`src/rtl/spike_delay_scheduler_pkg.sv`:
```
// Shared definitions for the spike delay scheduler and the current calculator.
// Holds FSM state encodings, a constant-safe clog2 helper and default sizing.
package spike_delay_scheduler_pkg;

  localparam int M_DEFAULT     = 24;
  localparam int D_MAX_DEFAULT = 3;
  localparam int DW_DEFAULT    = 2;

  typedef enum logic [1:0] {
    S_IDLE   = 2'd0,
    S_SELECT = 2'd1,
    S_EMIT   = 2'd2
  } state_t;

  // Ceiling log2, usable in constant expressions; returns at least 1.
  function automatic int clog2(input int value);
    int r;
    int v;
    r = 0;
    v = value - 1;
    while (v > 0) begin
      r = r + 1;
      v = v >> 1;
    end
    if (r == 0) r = 1;
    return r;
  endfunction

endpackage

```
`src/rtl/spike_history_lane.sv`:
```
// One synapse lane: (D_MAX+1)-deep spike history plus a saturating delay select.
// hist[0] holds the newest accepted timestep, hist[k] the one k steps older.
module spike_history_lane
  import spike_delay_scheduler_pkg::*;
#(
  parameter int D_MAX = D_MAX_DEFAULT,
  parameter int DW    = DW_DEFAULT
) (
  input  logic          clk,
  input  logic          reset_n,
  input  logic          clear,
  input  logic          shift,
  input  logic          spike,
  input  logic [DW-1:0] delay,
  output logic          delayed
);

  logic [D_MAX:0] hist;

  // Shift the new spike in on every accepted timestep; clear flushes the lane.
  always_ff @(posedge clk or negedge reset_n) begin
    // NOTE: sequential state uses non-blocking assignments so every flop samples pre-edge values.
    // NOTE: the history is a handful of flops, not a RAM, so it is safe and required to reset it.
    if (!reset_n) begin
      hist <= '0;
    end else if (clear) begin
      hist <= '0;
    end else if (shift) begin
      hist <= {hist[D_MAX-1:0], spike};
    end
  end

  // Pick the history tap; delay codes beyond D_MAX fall through to the oldest tap.
  always_comb begin
    // NOTE: default assignment first so no path leaves the output unassigned (no latch).
    delayed = hist[D_MAX];
    for (int k = 0; k < D_MAX; k++) begin
      if (int'(delay) == k) delayed = hist[k];
    end
  end

endmodule

```
`src/rtl/spike_delay_scheduler.sv`:
```
// Spike delay scheduler: per-timestep spike history, per-synapse axonal delay,
// delayed spike vector plus one-cycle calc_enable strobe for the current calculator.
// Optional feature macro: SPIKE_COUNT_EN adds a registered popcount output.
module spike_delay_scheduler
  import spike_delay_scheduler_pkg::*;
#(
  parameter int M     = M_DEFAULT,
  parameter int D_MAX = D_MAX_DEFAULT,
  parameter int DW    = DW_DEFAULT
) (
  input  logic            clk,
  input  logic            reset_n,
  input  logic            step,
  input  logic [M-1:0]    in_spikes,
  input  logic [M*DW-1:0] delays,
  input  logic            clear,
  output logic [M-1:0]    input_spikes,
  output logic            calc_enable,
  output logic            busy,
  output logic            step_dropped
`ifdef SPIKE_COUNT_EN
  ,
  output logic [clog2(M+1)-1:0] spike_count
`endif
);

  state_t       state;
  logic         shift;
  logic [M-1:0] lane_out;

  // History only advances for a step taken in IDLE; clear wins over everything.
  assign shift = (state == S_IDLE) && step && !clear;
  assign busy  = (state != S_IDLE);

  genvar gi;
  generate
    for (gi = 0; gi < M; gi++) begin : g_lane
      spike_history_lane #(
        .D_MAX (D_MAX),
        .DW    (DW)
      ) u_lane (
        .clk     (clk),
        .reset_n (reset_n),
        .clear   (clear),
        .shift   (shift),
        .spike   (in_spikes[gi]),
        .delay   (delays[gi*DW +: DW]),
        .delayed (lane_out[gi])
      );
    end
  endgenerate

`ifdef SPIKE_COUNT_EN
  localparam int CW = clog2(M + 1);
  logic [CW-1:0] lane_ones;

  // Count ones in the vector about to be latched into input_spikes.
  always_comb begin
    lane_ones = '0;
    for (int i = 0; i < M; i++) begin
      lane_ones = lane_ones + CW'(lane_out[i]);
    end
  end
`endif

  // Timestep FSM: IDLE -> SELECT (latch delayed spikes) -> EMIT (drop strobe) -> IDLE.
  always_ff @(posedge clk or negedge reset_n) begin
    if (!reset_n) begin
      state        <= S_IDLE;
      input_spikes <= '0;
      calc_enable  <= 1'b0;
      step_dropped <= 1'b0;
`ifdef SPIKE_COUNT_EN
      spike_count  <= '0;
`endif
    end else if (clear) begin
      state        <= S_IDLE;
      input_spikes <= '0;
      calc_enable  <= 1'b0;
      step_dropped <= 1'b0;
`ifdef SPIKE_COUNT_EN
      spike_count  <= '0;
`endif
    end else begin
      step_dropped <= 1'b0;
      case (state)
        S_IDLE: begin
          if (step) state <= S_SELECT;
        end
        S_SELECT: begin
          input_spikes <= lane_out;
          calc_enable  <= 1'b1;
          step_dropped <= step;
          state        <= S_EMIT;
`ifdef SPIKE_COUNT_EN
          spike_count  <= lane_ones;
`endif
        end
        S_EMIT: begin
          calc_enable  <= 1'b0;
          step_dropped <= step;
          state        <= S_IDLE;
        end
        default: begin
          state <= S_IDLE;
        end
      endcase
    end
  end

endmodule

```
`config.mk`:
```
export PLATFORM = sky130hd
export DESIGN_NAME = spike_delay_scheduler
export DESIGN_NICKNAME = d
export VERILOG_FILES = /design/src/rtl/spike_delay_scheduler_pkg.sv /design/src/rtl/spike_history_lane.sv /design/src/rtl/spike_delay_scheduler.sv
export SDC_FILE = /design/constraint.sdc
export NUM_CORES = 1
export LEC_CHECK = 0
export CORE_MARGIN = 2
export CORE_UTILIZATION = 47
export CTS_CLUSTER_DIAMETER = 150
export CTS_CLUSTER_SIZE = 12
export DETAILED_ROUTE_END_ITERATION = 7
export GPL_TIMING_DRIVEN = 0
export MAX_ROUTING_LAYER = met4
export PLACE_DENSITY = 0.76
export RECOVER_POWER = 50
export SLEW_MARGIN = 20
export SYNTH_ARGS = -nofsm -noshare
export SYNTH_HDL_FRONTEND = slang
export SYNTH_SLANG_ARGS = --single-unit
```
`constraint.sdc`:
```
create_clock -name clk -period 1.38 [get_ports clk]
set_input_delay 0.138 -clock clk [delete_from_list [all_inputs] [get_ports clk]]
set_output_delay 0.138 -clock clk [all_outputs]
set_load 0.1 [all_outputs]
```
==> metrics <==
Max rail drop VDD=619 uV; RSZ-0062 raised after global routing=true; antenna violations before repair=0; Synth Register Bits=124; Lkg Pwr=0.00343 uW; Final Power=9130 uW; Synth Area in Adders=0.00912; Post-Syn Instances=540; Fin. Hold Viols=0; WL per Instance=17.3 um; Ports=103; H-tree depth=4; worst-path maximum fanout=10; most instantiated library cell after synthesis=nand2_1; Die W=112 um; Yosys top cell area share=0.565; Final nets=759; violated checks=negative setup slack; CTS max path bufs=2; Core Rows=39; routability cong.=0.813; Detail Route Antenna Nets=0; fmax=0.702 GHz; initial core utilization=0.481; DR pass1 iterations=5; total track usage=0.234; first-pass GRT wire length=22.4 mm; worst path bufs/invs=3; total grt overflow=0; root buf cell=clkbuf_16; worst setup margin=-44.2 ps; DP Wirelength=9.17 mm; Die Span Y=112 um; sequential share of power=0.419; Mean Syn Cell Area=10.2 um2; Slew @ Worst Pin=760 ps; Worst-Skew Late Latency=410 ps; vias in the first global route=4,573; kind of start point of the critical path=flop; Layout area overhead=41.7%; Internal=6750 uW; Critical Path End=g_lane[2].u_lane.hist[2]; mux contribution to synthesized area=0.142; placed inst area=6710 um2; synthesized area=5490 um2; # diodes=0; dominant cell type by area after synthesis=dfrtp_1; Critical Path Slowest Stage Cell=dfrtp_1; synthesized-area fraction occupied by and/or/nand/nor cells=0.155; main combinational cell family by area after synthesis=simple AND/OR/NAND/NOR gates; Netlist cell types=17; CTS Sinks=124; core area=11,400 um2; Die Area=12,600 um2; setup violators final=51; starting DRC count in detailed routing=277; prevailing post-synth register cell=dfrtp_1; max_cap viols=0; Synth Area in Compound Gates=0.0893; fin crit share=1.03; CP arrival=1740 ps; Port Buffers=101; Post-synth top cells=nand2_1, dfrtp_1, a21oi_1; Total Neg Setup Slack=-630 ps; Period minus WS final=1420 ps; final hold slack=256 ps; DRC errors left=0; Setup Crit Path Kind=flop to flop; vias per cell=5.47; Post-synth EDFFs=0; Power Density=1170 nW/um2; Logic pwr share=0.159; Place WS=-734 ps; post-synthesis net count=620; sequential area share after synthesis=0.565; Net Sw Frac=0.260; detailed-route via count=4,558; Critical Path Stages=7; delay-heaviest family, CP=flip-flops; reg2reg path depth=7; synth top area cells=dfrtp_1, nand2_1, mux4_2; share of post-route cells with drive strength above 1=0.291; CTS clk-pin slew, worst paths=50 ps; worst clock skew=7.47 ps; Slew Limit Fails=0; Worst path max stage delay=390 ps; R2R Path End=g_lane[2].u_lane.hist[2]; CP endpoint kind=flop; Finished Cell Area=7780 um2; final wirelength=14.4 mm; largest net degree at the start of global routing=73; flop2flop setup slack=-40 ps; HP Class=input pin to flop; crit-path cells=inv_2 -> ha_4 -> and2_4 -> buf_4 -> buf_8 -> nand2_1 -> a21oi_1; Async SR Flop Fraction=1.00; Worst R2R Start=state[1]; slew margin rel.=0.493; Crit. Startpoint=state[1]; XOR/XNOR share of the synthesized area=0; CTS tree=done; switching power=2370 uW; clock group share of total power=0.421; worst path required time=1700 ps; CTS Buf Count=17; status=complete, but fails checks; YS warnings=0
[layout make-up]
cell class	count	area, um2
plain buffers	37	319
clock buffers	22	464
clock inverters	8	46.3
fillers	842	3640
inverters	3	13.8
multi-input cells	375	2520
flip-flops and latches	124	3100
well taps	143	179
repair buffers	121	1140
[metal layers]
metal	track usage	vias to the layer above	share of wire
met1	0.307	2302	0.43
met2	0.377	157	0.51
met3	0.0448	12	0.055
met5	-	-	0
met4	0.0691	0	0.0090
li1	-	2087	-
[sequential cells by signal, summed over array words and instances, names as in the netlist]
signal and count:
step_dropped 1, state 2, input_spikes 24, g_lane.u_lane.hist 96
calc_enable 1
[through the flow]
stage	instances	utilization
after global placement	784	0.585
after detailed placement	785	0.588
after CTS	826	0.644
final	833	0.681
after floorplan	540	-
after global routing	833	0.681
[worst min-delay path by stage]
stage                           from                        end  slack [ps]  cells past startpoint
floorplan                    reset_n                calc_enable        -160                      0
global placement    input_spikes[15]           input_spikes[15]         500                      2
detailed placement           reset_n           input_spikes[10]         130                      1
CTS                            clear  g_lane[13].u_lane.hist[2]         240                      3
global route            in_spikes[4]   g_lane[4].u_lane.hist[0]         260                      3
finish                         clear  g_lane[13].u_lane.hist[2]         260                      3
[cells in the final DEF, fill, tap and decap left out, types with 3 or more instances in the layout]
cell and count:
buf_12 6, dfrtp_1 124, clkbuf_16 19, clkbuf_4 9
mux4_2 24, a21oi_1 49, buf_4 14, clkdlybuf4s50_1 73
clkinv_2 6, nor2_1 27, buf_8 5, ha_1 3
buf_2 25, nand2_2 7, nand2_4 17, clkbuf_1 15
a21oi_2 48, buf_6 8, mux2i_1 23, nand2_1 170
[tightest hold or removal path, delay by kind of cell]
| kind | cells | cell delay [ps] |
|---|---|---|
| AOI/OAI and AO/OA | 1 | 50 |
| buffers and inverters | 2 | 430 |
[power groups by stage]
stage / Combinational (uW) / Sequential (uW) / Clock [uW]
after global routing: 1550 / 3840 / 4080
after global placement: 1100 / 3870 / 0
after detailed placement: 1130 / 3880 / 0
after floorplan: 530 / 3950 / 0
after CTS: 1290 / 3820 / 3880
final: 1450 / 3830 / 3840
[timing repair]
item	in CTS	in global routing
buffers inserted	8	6
hold buffers	1	0
pin swaps	3	38
hold endpoints to repair	52	0
gates cloned	2	3
resized for setup	186	107
endpoints found under the setup margin	144	126
[kinds of logic after synthesis]
family | Yosys count
simple gates | 225
fa+ha+maj | 4
compound gates | 98
buf+inv | 41
mux | 48
flops | 124
Note: power is estimated with default switching activity, not from simulation.
